--- src/rtl/tx_frame_scheduler.sv ---
// Round-robin scheduler sharing one frame_transmission engine between NUM_REQ sources,
// with inter-frame gap insertion and a SEND-state watchdog.
module tx_frame_scheduler #(
    parameter int NUM_REQ    = 2,
    parameter int DATA_W     = 32,
    parameter int IFG_CYCLES = 12,
    parameter int TIMEOUT    = 1024,
    localparam int ID_W      = $clog2(NUM_REQ)
) (
    input  logic                      clk,
    input  logic                      rst_n,
    input  logic                      sched_en,
    input  logic [NUM_REQ-1:0]        req,
    input  logic [NUM_REQ*DATA_W-1:0] req_data,
    output logic [NUM_REQ-1:0]        grant,
    output logic [NUM_REQ-1:0]        done,
    output logic                      timeout_err,
    output logic                      busy,
    output logic [ID_W-1:0]           active_id,
    output logic [DATA_W-1:0]         tx_data,
    output logic                      tx_en,
    input  logic                      tx_done
);

    localparam int WD_W  = $clog2(TIMEOUT);
    localparam int IFG_W = $clog2(IFG_CYCLES + 1);
    localparam logic [WD_W-1:0]  WD_LAST  = WD_W'(TIMEOUT - 1);
    localparam logic [IFG_W-1:0] IFG_LOAD = IFG_W'(IFG_CYCLES - 1);
    localparam logic [ID_W-1:0]  ID_LAST  = ID_W'(NUM_REQ - 1);
    localparam logic [ID_W:0]    NREQ_L   = (ID_W + 1)'(NUM_REQ);

    typedef enum logic [1:0] {
        ST_IDLE = 2'd0,
        ST_SEND = 2'd1,
        ST_IFG  = 2'd2
    } state_e;

    state_e              state_q, state_d;
    logic [ID_W-1:0]     rr_ptr_q, rr_ptr_d;
    logic [WD_W-1:0]     wd_cnt_q, wd_cnt_d;
    logic [IFG_W-1:0]    ifg_cnt_q, ifg_cnt_d;
    logic [NUM_REQ-1:0]  grant_q, grant_d;
    logic [NUM_REQ-1:0]  done_q, done_d;
    logic                timeout_q, timeout_d;
    logic                busy_q, busy_d;
    logic [ID_W-1:0]     active_id_q, active_id_d;
    logic [DATA_W-1:0]   tx_data_q, tx_data_d;
    logic                tx_en_q, tx_en_d;

    logic [ID_W-1:0]     winner_s;
    logic                found_s;
    logic [DATA_W-1:0]   sel_data_s;
    logic                start_s;
    logic                wd_expire_s;

    function automatic logic [NUM_REQ-1:0] onehot(input logic [ID_W-1:0] id);
        logic [NUM_REQ-1:0] oh;
        oh = {NUM_REQ{1'b0}};
        for (int k = 0; k < NUM_REQ; k++) begin
            oh[k] = (id == ID_W'(k));
        end
        return oh;
    endfunction

    // Rotating priority search starting at rr_ptr, wrapping modulo NUM_REQ.
    always_comb begin
        logic [ID_W:0] idx;
        logic          hit;
        winner_s = rr_ptr_q;
        found_s  = 1'b0;
        for (int k = 0; k < NUM_REQ; k++) begin
            idx      = {1'b0, rr_ptr_q} + (ID_W + 1)'(k);
            idx      = (idx >= NREQ_L) ? (idx - NREQ_L) : idx;
            hit      = !found_s && req[idx[ID_W-1:0]];
            winner_s = hit ? idx[ID_W-1:0] : winner_s;
            found_s  = found_s | hit;
        end
    end

    // Word of the winning source.
    always_comb begin
        sel_data_s = {DATA_W{1'b0}};
        for (int k = 0; k < NUM_REQ; k++) begin
            sel_data_s = (winner_s == ID_W'(k)) ? req_data[k*DATA_W +: DATA_W] : sel_data_s;
        end
    end

    assign start_s     = sched_en && found_s;
    assign wd_expire_s = (wd_cnt_q == WD_LAST);

    // State and registered outputs.
    always_ff @(posedge clk or negedge rst_n) begin
        if (!rst_n) begin
            state_q     <= ST_IDLE;
            rr_ptr_q    <= {ID_W{1'b0}};
            wd_cnt_q    <= {WD_W{1'b0}};
            ifg_cnt_q   <= {IFG_W{1'b0}};
            grant_q     <= {NUM_REQ{1'b0}};
            done_q      <= {NUM_REQ{1'b0}};
            timeout_q   <= 1'b0;
            busy_q      <= 1'b0;
            active_id_q <= {ID_W{1'b0}};
            tx_data_q   <= {DATA_W{1'b0}};
            tx_en_q     <= 1'b0;
        end else begin
            state_q     <= state_d;
            rr_ptr_q    <= rr_ptr_d;
            wd_cnt_q    <= wd_cnt_d;
            ifg_cnt_q   <= ifg_cnt_d;
            grant_q     <= grant_d;
            done_q      <= done_d;
            timeout_q   <= timeout_d;
            busy_q      <= busy_d;
            active_id_q <= active_id_d;
            tx_data_q   <= tx_data_d;
            tx_en_q     <= tx_en_d;
        end
    end

    // Next-state logic.
    always_comb begin
        state_d = state_q;
        case (state_q)
            ST_IDLE: begin
                if (start_s) begin
                    state_d = ST_SEND;
                end else begin
                    state_d = ST_IDLE;
                end
            end
            ST_SEND: begin
                if (tx_done || wd_expire_s) begin
                    state_d = ST_IFG;
                end else begin
                    state_d = ST_SEND;
                end
            end
            ST_IFG: begin
                if (ifg_cnt_q == {IFG_W{1'b0}}) begin
                    state_d = ST_IDLE;
                end else begin
                    state_d = ST_IFG;
                end
            end
            default: state_d = ST_IDLE;
        endcase
    end

    // Output and counter next values; tx_done takes priority over the watchdog.
    always_comb begin
        grant_d     = {NUM_REQ{1'b0}};
        done_d      = {NUM_REQ{1'b0}};
        timeout_d   = 1'b0;
        tx_en_d     = tx_en_q;
        tx_data_d   = tx_data_q;
        active_id_d = active_id_q;
        rr_ptr_d    = rr_ptr_q;
        wd_cnt_d    = wd_cnt_q;
        ifg_cnt_d   = ifg_cnt_q;
        case (state_q)
            ST_IDLE: begin
                if (start_s) begin
                    tx_data_d   = sel_data_s;
                    tx_en_d     = 1'b1;
                    grant_d     = onehot(winner_s);
                    active_id_d = winner_s;
                    rr_ptr_d    = (winner_s == ID_LAST) ? {ID_W{1'b0}} : (winner_s + 1'b1);
                    wd_cnt_d    = {WD_W{1'b0}};
                end else begin
                    tx_en_d     = 1'b0;
                end
            end
            ST_SEND: begin
                wd_cnt_d = wd_cnt_q + 1'b1;
                if (tx_done) begin
                    tx_en_d   = 1'b0;
                    done_d    = onehot(active_id_q);
                    ifg_cnt_d = IFG_LOAD;
                end else if (wd_expire_s) begin
                    tx_en_d   = 1'b0;
                    timeout_d = 1'b1;
                    ifg_cnt_d = IFG_LOAD;
                end else begin
                    tx_en_d   = 1'b1;
                end
            end
            ST_IFG: begin
                tx_en_d   = 1'b0;
                ifg_cnt_d = (ifg_cnt_q == {IFG_W{1'b0}}) ? {IFG_W{1'b0}} : (ifg_cnt_q - 1'b1);
            end
            default: begin
                tx_en_d = 1'b0;
            end
        endcase
        busy_d = (state_d != ST_IDLE);
    end

    assign grant       = grant_q;
    assign done        = done_q;
    assign timeout_err = timeout_q;
    assign busy        = busy_q;
    assign active_id   = active_id_q;
    assign tx_data     = tx_data_q;
    assign tx_en       = tx_en_q;

endmodule

--- config.mk ---
export PLATFORM = sky130hd
export DESIGN_NAME = tx_frame_scheduler
export DESIGN_NICKNAME = d
export VERILOG_FILES = /design/src/rtl/tx_frame_scheduler.sv
export SDC_FILE = /design/constraint.sdc
export NUM_CORES = 1
export LEC_CHECK = 0
export CAP_MARGIN = 20
export CORE_ASPECT_RATIO = 1.5
export CORE_UTILIZATION = 35
export DETAILED_ROUTE_END_ITERATION = 8
export GPL_TIMING_DRIVEN = 0
export PLACE_DENSITY = 0.67
export RECOVER_POWER = 100
export SYNTH_ARGS = -nofsm -noshare
export SYNTH_HDL_FRONTEND = slang
export SYNTH_SLANG_ARGS = --single-unit
export TNS_END_PERCENT = 30
--- constraint.sdc ---
create_clock -name clk -period 1.5 [get_ports clk]
set_input_delay 0.15 -clock clk [delete_from_list [all_inputs] [get_ports clk]]
set_output_delay 0.15 -clock clk [all_outputs]
set_load 0.05 [all_outputs]
==> metrics.cfg, run 1 <==
[status]
status = complete, but fails checks
violations = negative setup slack

[pwr]
vdd_drop_max_uv = 1200
p_leak_nw = 2.01
power.density_mw_per_mm2 = 1980
p_total_mw = 9.19

[clock_network]
cts_tree = done
root_buffer = clkbuf_16
htreeDepth = 3
clock_path_buffers = 2
cts_made_buffers = 9
worstSkewPairLatency_ns = 0.32
clkSinkCount = 57
path_clk_slew_ns = 0.05

[global_routing]
gr-total-overflow = 0
grt_pass1_wl_um = 14200
grt_max_degree = 31
grt_pass1_vias = 2896
grt_use_total_pct = 20.6
grt_antenna_before_repair = 0

[sta]
final-setup-viol-count = 3
tightest_slew_ns = 0.733
finalWorstSetupSlack_ns = -0.0423
maxSlewViolCount = 0
finalCriticalPeriod_ns = 1.54
max_freq_mhz = 648
skew_ns = 0.00482
rsz0062_at_grt = true
fin_crit_sh_pct = 103
slew_headroom_pct = 51.1
hold_violations = 0

[cells_and_area]
drive_gt1_share_pct = 15.9
antenna_cells = 0
nets = 495
area_delta_synth_final_pct = 55.5
fillerInstances = 728
final_cells = 533

[logic_synthesis]
avgSynthCellArea_um2 = 9.90
synthCells = 301
ys_ff_latch = 57
async_flop_share_pct = 100
seq_area_frac_synth_pct = 47.9
synth.yosys.warnings = 0
synth_cell_types = 44
synth_most_common_cell = dfrtp_1
synth-edff-count = 0
synth_area_leaders = dfrtp_1 48%, a32oi_1 9.4%, o21ai_0 8.6%, a21boi_0 8.1%, o21ai_1 3.5%
yosysTopAreaCell = dfrtp_1
synthFlopType = dfrtp_1
synth_commonest_cells = 57 x dfrtp_1, 51 x o21ai_0, 32 x a21boi_0, 32 x a32oi_1, 21 x o21ai_1
syn_nets = 372
syn_area_mm2 = 0.00298
synth_top_area_share_pct = 47.9

[critical_path]
cp.arrival_ns = 1.74
r2r_slack_ns = -0.04
cp-start-kind = flip-flop
cp_max_fo = 10
max_stage_delay_ns = 0.37
cp-end-kind = flip-flop
critPathSlowestCell = dfrtp_1
cp.required_ns = 1.70
path_delay_family = simple AND/OR/NAND/NOR gates
crit_buf_inv = 2
crit_path_cell_trace = buf_6 -> or2_1 -> or2_1 -> buf_6 -> mux2_4
worstSetupPathType = reg2reg

[floorplan]
core_mm2 = 0.00811
die_y_um = 115
initial_utilization_pct = 36.8
die_w_um = 77.3
dieArea_mm2 = 0.00890
io_pins = 110
rows = 40

[place]
place_ws_ns = -0.347
place.gp.congestion = 0.837
dp_hpwl_um = 6440
dp_cells = 515
numPortBuffers = 108

[detailed_routing]
dr_total_vias = 2911
drc = 0
first_pass_iters = 4
routed_wl_um = 8830
vias_per_cell = 5.46
antenna_left = 0
drt-initial-drc-count = 142
wl_per_cell_um = 16.6

[job]
maxCapViolCount = 0

[worst_hold_path]
min_path_type = in2reg

flip-flops by register name (all words and copies together), names as in the netlist:
name / count
active_id: 1
busy: 1
done: 2
grant: 2
ifg_cnt_q: 4
rr_ptr_q: 1
state_q: 2
timeout_err: 1
tx_data: 32
tx_en: 1
wd_cnt_q: 10
report_power, final:
part | internal, mW | total, mW | switching, mW
registers | 2.12 | 2.54 | 0.418
clock network | 1.45 | 2.11 | 0.659
logic | 1.47 | 4.53 | 3.06
total | 5.05 | 9.19 | 4.14
layout by cell type (no fill, tap or decap), drive strengths merged, types with 2 or more instances in the layout:
master         instances
nand2                  6
nor3                   2
buf                   23
nor2                   7
and3                   3
nand3                  7
clkdlybuf4s50         67
nor2b                  2
a22o                   2
o31ai                  4
and4                   4
dfrtp                 57
o21ai                 72
a21oi                  4
o21bai                 2
dlygate4sd2           40
clkbuf                27
mux2i                  4
or2                    4
a32oi                 32
a31oi                  3
a21boi                32
nand2b                 2
cell families (layout without fill, tap and decap cells):
family / Yosys count / after routing / share of synthesized area (%)
fa+ha+maj: 1 / 1 / 0.420
mux: 5 / 5 / 1.85
flops: 57 / 57 / 47.9
compound gates: 158 / 158 / 35.0
buf+inv: 34 / 161 / 6.00
simple gates: 46 / 46 / 8.86
timing repair:
| action | in CTS | in global routing |
|---|---|---|
| setup buffers | 2 | 2 |
| hold endpoints to repair | 27 | 0 |
| hold buffers | 1 | 0 |
| gates resized for setup | 58 | 41 |
| setup endpoints to repair | 77 | 35 |
| pin swaps | 1 | 3 |
final cells by class:
type,count,area (um2),area share [%]
buffer,31,205,4.43
clock buffer,13,280,6.05
clock inverter,2,35.0,0.756
inverter,1,3.75,0.0810
multi-input combinational,210,1470,31.6
sequential,57,1430,30.8
tap,105,131,2.83
timing repair buffer,114,1090,23.4
per-stage QoR:
stage	TNS [ns]	area (um2)	utilization (%)	hold WS (ns)
after global placement	-92.74	4190	51.7	0.474
final	-0.0577	4640	57.2	0.297
after global routing	-1.14	4640	57.2	0.316
after CTS	-0.0792	4540	56.0	0.290
after floorplan	0	2980	-	-0.146
after detailed placement	-8.53	4210	51.9	0.218
final timing paths:
path	start	to	depth (start not counted)
worst max-delay path	state_q[0]	rr_ptr_q	5
worst min-delay path	req[1]	tx_data[24]	4
worst max register to register	state_q[0]	rr_ptr_q	5
worst min register to register	tx_data[27]	tx_data[27]	2
max in group asynchronous	rst_n	rr_ptr_q	3
min in group asynchronous	rst_n	wd_cnt_q[0]	2
metal layers:
metal,global-route usage [%],share of wire [%],vias up
met1,24.8,41,1402
met2,35.7,53,87
li1,-,-,1407
met3,4.13,4.5,15
met5,0,0,-
met4,8.68,1.9,0
worst register-to-register path, stage by stage (launching register included):
cell and delay, ns:
dfrtp_1 0.37, buf_6 0.14, or2_1 0.25, or2_1 0.24
buf_6 0.15, mux2_4 0.29
Power figures use the tool's default switching activity.
==> inputs of run 2 (changes only) <==
--- a/config.mk
+++ b/config.mk
@@ -7,10 +7,10 @@
 export LEC_CHECK = 0
 export CAP_MARGIN = 20
 export CORE_ASPECT_RATIO = 1.5
-export CORE_UTILIZATION = 35
+export CORE_UTILIZATION = 40
 export DETAILED_ROUTE_END_ITERATION = 8
 export GPL_TIMING_DRIVEN = 0
-export PLACE_DENSITY = 0.67
+export PLACE_DENSITY = 0.75
 export RECOVER_POWER = 100
 export SYNTH_ARGS = -nofsm -noshare
 export SYNTH_HDL_FRONTEND = slang
==> metrics.cfg, run 2 (synthesized netlist as in run 1, its figures left out) <==
[detailed_routing]
dr_total_vias = 2967  ; +1.9%
vias_per_cell = 5.61  ; +2.7%
first_pass_iters = 4  ; unchanged
antenna_left = 0  ; unchanged
routed_wl_um = 8730  ; -1.2%
wl_per_cell_um = 16.5  ; -0.44%
drc = 0  ; unchanged
drt-initial-drc-count = 149  ; +4.9%

[clock_network]
clock_path_buffers = 2  ; unchanged
path_clk_slew_ns = 0.07  ; +0.02 ns
htreeDepth = 3  ; unchanged
worstSkewPairLatency_ns = 0.34  ; +0.02 ns
cts_made_buffers = 9  ; unchanged
cts_tree = done
root_buffer = clkbuf_8
clkSinkCount = 57  ; unchanged

[place]
dp_hpwl_um = 6260  ; -2.8%
place_ws_ns = -0.370  ; -0.0229 ns
place.gp.congestion = 0.892  ; +6.6%
numPortBuffers = 108  ; unchanged
dpl_cell_area_mm2 = 0.00420  ; -0.15%

[sta]
whs_ns = 0.267  ; -0.0297 ns
maxSlewViolCount = 0  ; unchanged
finalWorstSetupSlack_ns = -0.0399  ; +0.00243 ns
rsz0062_at_grt = true
hold_violations = 0  ; unchanged
final-setup-viol-count = 2  ; -1
fin_tns_setup_ns = -0.0501  ; +0.00756 ns
skew_ns = 0.00637  ; +0.00155 ns
finalCriticalPeriod_ns = 1.54  ; -0.00243 ns
fin_crit_sh_pct = 103  ; -0.16 points
max_freq_mhz = 649  ; +0.16%
tightest_slew_ns = 0.577  ; -0.156 ns
slew_headroom_pct = 61.6  ; +10 points

[pwr]
combinationalPowerShare_pct = 52.1  ; +2.8 points
clockPowerShare_pct = 19.5  ; -3.5 points
switchingPower_mw = 4.18  ; +1.1%
swShare_pct = 46.4  ; +1.4 points
p_int_mw = 4.82  ; -4.5%
power.density_mw_per_mm2 = 1960  ; -1.2%
seq_power_share_pct = 28.4  ; +0.7 points
vdd_drop_max_uv = 1140  ; -5.7%
p_leak_nw = 2.00  ; -0.71%

[status]
violations = negative setup slack
status = complete, but fails checks

[cells_and_area]
final_cell_mix = 67 x clkdlybuf4s50_1, 55 x dfrtp_1, 40 x dlygate4sd2_1
antenna_cells = 0  ; unchanged
final_common_cell = clkdlybuf4s50_1
final_core_util_pct = 63.7  ; +6.5 points
final_area_mm2 = 0.00460  ; -0.70%
largest_reg_flops = 32  ; unchanged
drive_gt1_share_pct = 18.9  ; +3.0 points
fillerInstances = 635  ; -13%
area_delta_synth_final_pct = 54.4
nets = 495  ; unchanged

[floorplan]
core_mm2 = 0.00723  ; -11%
die_w_um = 72.5  ; -6.3%
die_y_um = 108  ; -6.4%
initial_utilization_pct = 41.2  ; +4.5 points
dieArea_mm2 = 0.00781  ; -12%
io_pins = 110  ; unchanged
rows = 38  ; -5.0%

[global_routing]
grt_antenna_before_repair = 0  ; unchanged
gr-total-overflow = 0  ; unchanged
grt_pass1_vias = 2838  ; -2.0%
grt_use_total_pct = 23.5  ; +2.9 points
grt_max_degree = 35  ; +13%
grt_pass1_wl_um = 14000  ; -1.6%

[critical_path]
cp-start-kind = flip-flop
cp-end-kind = flip-flop
worstSetupPathType = reg2reg
cp.arrival_ns = 1.77  ; +0.03 ns
cp_max_fo = 10  ; unchanged
cp.required_ns = 1.73  ; +0.03 ns

[worst_hold_path]
min_path_type = in2reg

[job]
maxCapViolCount = 0  ; unchanged

[run 2: worst max-delay path: stages, from the launching register on]
cell	delay, ns
dfrtp_1	0.37
buf_6	0.13
or2_4	0.25
or2_4	0.25
buf_6	0.14
mux2_4	0.29
[run 2: worst paths after layout]
path / to / slack [ns] / cells after the start / startpoint
max in group asynchronous: rr_ptr_q / 0.19 / 3 / rst_n
hold reg to reg: wd_cnt_q[5] / 0.48 / 1 / wd_cnt_q[5]
min in group asynchronous: wd_cnt_q[0] / 0.34 / 2 / rst_n
setup / recovery: rr_ptr_q / -0.04 / 5 / state_q[0]
hold / removal: tx_data[24] / 0.27 / 4 / req[1]
setup reg to reg: rr_ptr_q / -0.04 / 5 / state_q[0]
[run 2: final cells by class]
cell class                      instances  area, um2  share of cell area [%]
Timing Repair Buffer                  113       1070                    23.2
Multi-Input combinational cell        210       1510                    32.8
Tap cell                              100        125                    2.72
Sequential cell                        57       1430                    31.0
Buffer                                 32        228                    4.95
Inverter                                1       3.75                  0.0815
Clock inverter                          6        105                    2.28
Clock buffer                           10        138                    2.99
[run 2: metrics by stage]
| stage | instances | total power [mW] |
|---|---|---|
| after floorplan | 301 | 5.48 |
| after global placement | 509 | 7.03 |
| after global routing | 529 | 9.51 |
| after CTS | 527 | 8.67 |
| after detailed placement | 510 | 7.15 |
| final | 529 | 9.01 |
[run 2: routing by layer]
metal	vias to the layer above	part of all wire (%)	wire (um)	GRT usage [%]
met1	1451	41	3610	28.7
met2	91	52	4500	39.5
met4	0	2.9	256	9.94
li1	1404	-	-	-
met5	-	0	0	0
met3	21	4.1	359	5.24
[run 2: what timing repair did]
| action | 4_1_cts | 5_1_grt |
|---|---|---|
| hold buffers | 1 | 0 |
| endpoints found under the setup margin | 77 | 41 |
| cloned | 0 | 0 |
| pin swaps | 1 | 7 |
| resized for setup | 59 | 79 |
| buffers inserted | 1 | 2 |
| endpoints found under the hold margin | 23 | 0 |
[run 2: power by group through the flow]
stage / Sequential [mW] / Combinational, mW / Clock, mW
after floorplan: 3.99 / 1.49 / 0
final: 2.56 / 4.69 / 1.76
after CTS: 2.52 / 4.37 / 1.77
after global placement: 2.51 / 4.52 / 0
after detailed placement: 2.54 / 4.61 / 0
after global routing: 2.63 / 5.01 / 1.87
==> inputs of run 3 (changes only) <==
--- a/config.mk
+++ b/config.mk
@@ -8,9 +8,10 @@
 export CAP_MARGIN = 20
 export CORE_ASPECT_RATIO = 1.5
 export CORE_UTILIZATION = 40
+export CTS_CLUSTER_DIAMETER = 150
 export DETAILED_ROUTE_END_ITERATION = 8
 export GPL_TIMING_DRIVEN = 0
-export PLACE_DENSITY = 0.75
+export PLACE_DENSITY = 0.72
 export RECOVER_POWER = 100
 export SYNTH_ARGS = -nofsm -noshare
 export SYNTH_HDL_FRONTEND = slang
==> constraint.sdc (replaced) <==
create_clock -name clk -period 1.61 [get_ports clk]
set_input_delay 0.161 -clock clk [delete_from_list [all_inputs] [get_ports clk]]
set_output_delay 0.161 -clock clk [all_outputs]
set_load 0.02 [all_outputs]
==> metrics.cfg, run 3 (synthesized netlist as in run 1, its figures left out) <==
[cells_and_area]
nets = 492  ; -0.61%
area_delta_synth_final_pct = 49.8
fillerInstances = 665  ; +4.7%
antenna_cells = 0  ; unchanged
largest_reg_flops = 32  ; unchanged
drive_gt1_share_pct = 11.5  ; -7.4 points
final_common_cell = clkdlybuf4s50_1
final_cell_mix = 107 x clkdlybuf4s50_1, 55 x dfrtp_1, 47 x o21ai_0

[clock_network]
cts_made_buffers = 9  ; unchanged
root_buffer = clkbuf_8
cts_tree = done
htreeDepth = 3  ; unchanged
path_clk_slew_ns = 0.07  ; about the same
worstSkewPairLatency_ns = 0.33  ; about the same
clock_path_buffers = 2  ; unchanged
clkSinkCount = 57  ; unchanged

[floorplan]
initial_utilization_pct = 41.2  ; unchanged
rows = 38  ; unchanged
die_y_um = 108  ; unchanged
dieArea_mm2 = 0.00781  ; unchanged
core_mm2 = 0.00723  ; unchanged
die_w_um = 72.5  ; unchanged
io_pins = 110  ; unchanged

[pwr]
vdd_drop_max_uv = 973  ; -14%
switchingPower_mw = 2.78  ; -33%
clockPowerShare_pct = 20.1  ; +0.6 points
p_int_mw = 4.41  ; -8.6%
power.density_mw_per_mm2 = 1610  ; -18%
p_total_mw = 7.19  ; -20%
swShare_pct = 38.7  ; -7.8 points
combinationalPowerShare_pct = 46.9  ; -5.2 points
p_leak_nw = 1.79  ; -10%
seq_power_share_pct = 33.0  ; +4.6 points

[critical_path]
rr_worst_depth = 5  ; unchanged
r2r_end = tx_data[1]
cp-end-kind = flip-flop
worstSetupPathType = reg2reg
cp.required_ns = 1.81  ; +0.08 ns
cp-start-kind = flip-flop
rr_startpoint = rr_ptr_q
cp.arrival_ns = 1.79  ; +0.02 ns
cp_max_fo = 10  ; unchanged
r2r_slack_ns = 0.03  ; +0.07 ns

[detailed_routing]
wl_per_cell_um = 16.3  ; -1.1%
antenna_left = 0  ; unchanged
vias_per_cell = 5.48  ; -2.4%
drt-initial-drc-count = 211  ; +42%
first_pass_iters = 4  ; unchanged
drc = 0  ; unchanged
dr_total_vias = 2875  ; -3.1%
routed_wl_um = 8570  ; -1.8%

[sta]
tightest_slew_ns = 0.581  ; +0.00438 ns
whs_ns = 0.312  ; +0.0450 ns
finalCriticalPeriod_ns = 1.58  ; +0.0436 ns
max_freq_mhz = 632  ; -2.8%
rsz0062_at_grt = true
final-setup-viol-count = 0  ; -2
fin_crit_sh_pct = 98.4  ; -4.3 points
slew_headroom_pct = 61.3  ; -0.29 points
hold_violations = 0  ; unchanged
maxSlewViolCount = 0  ; unchanged
skew_ns = 0.0129  ; +0.00657 ns

[status]
status = finished clean

[worst_hold_path]
min-delay-start = req[1]
whs_endpoint = tx_data[24]
hold_depth = 4  ; unchanged
min_path_type = in2reg

[global_routing]
gr-total-overflow = 0  ; unchanged
grt_pass1_vias = 2909  ; +2.5%
grt_pass1_wl_um = 13800  ; -1.8%
grt_max_degree = 35  ; unchanged
grt_antenna_before_repair = 0  ; unchanged
grt_use_total_pct = 23.1  ; -0.49 points

[place]
place.gp.congestion = 0.843  ; -5.5%
numPortBuffers = 108  ; unchanged
dp_hpwl_um = 6310  ; +0.82%

[job]
maxCapViolCount = 0  ; unchanged

==> run 3: how the worst max path moves through the flow <==
stage | start | endpoint | slack, ns | depth (start not counted)
final | rr_ptr_q | tx_data[1] | 0.03 | 5
after global routing | state_q[0] | tx_data[3] | -0.04 | 6
after CTS | rr_ptr_q | tx_data[1] | 0.01 | 5
after detailed placement | req[0] | tx_data[17] | -0.27 | 6
after global placement | rst_n | tx_data[9] | -1.38 | 1
after floorplan | state_q[0] | rr_ptr_q | 0.15 | 5
==> run 3: routing by layer <==
metal	track usage (%)	vias up	part of all wire [%]
met5	0	-	0
met2	39.3	86	52
li1	-	1397	-
met1	27.8	1374	42
met4	10.8	0	2.9
met3	4.12	18	3.4
==> run 3: layout make-up <==
cell class              count  area (um2)  area share [%]
inverters                   1        3.75          0.0841
clock inverters             3        65.1            1.46
well taps                 100         125            2.80
clock buffers              12         145            3.25
flip-flops and latches     57        1430            32.0
multi-input cells         210        1430            31.9
repair buffers            110        1090            24.5
plain buffers              32         179            4.01
==> run 3: stage by stage <==
stage                     worst slack (ns)  cells  setup TNS [ns]  utilization (%)  area (um2)
after floorplan                      0.147    301               0                -        2980
after global placement               -1.38    509          -82.38             57.9        4190
after detailed placement            -0.274    510           -5.00             58.1        4200
after CTS                          0.00969    525               0             61.5        4440
after global routing               -0.0437    525          -0.232             61.8        4470
final                               0.0265    525               0             61.8        4470
==> run 3: worst max-delay path, cell delays in order (launching register included) <==
cell     delay, ns
dfrtp_2       0.47
or2_2         0.28
buf_2         0.16
buf_2         0.20
a32oi_1       0.24
o21ai_0       0.10
==> run 3: power groups by stage <==
stage / clock [mW] / combinational (mW) / sequential (mW)
after CTS: 1.46 / 3.36 / 2.36
after floorplan: 0 / 1.39 / 2.79
final: 1.44 / 3.37 / 2.38
after detailed placement: 0 / 3.37 / 2.36
after global routing: 1.54 / 3.64 / 2.44
after global placement: 0 / 3.29 / 2.34
==> run 3: what timing repair did <==
action	in CTS	in global routing
setup buffers	0	0
pin swaps	1	0
resized for setup	7	16
hold buffers	1	0
endpoints found under the setup margin	30	29
endpoints found under the hold margin	23	0
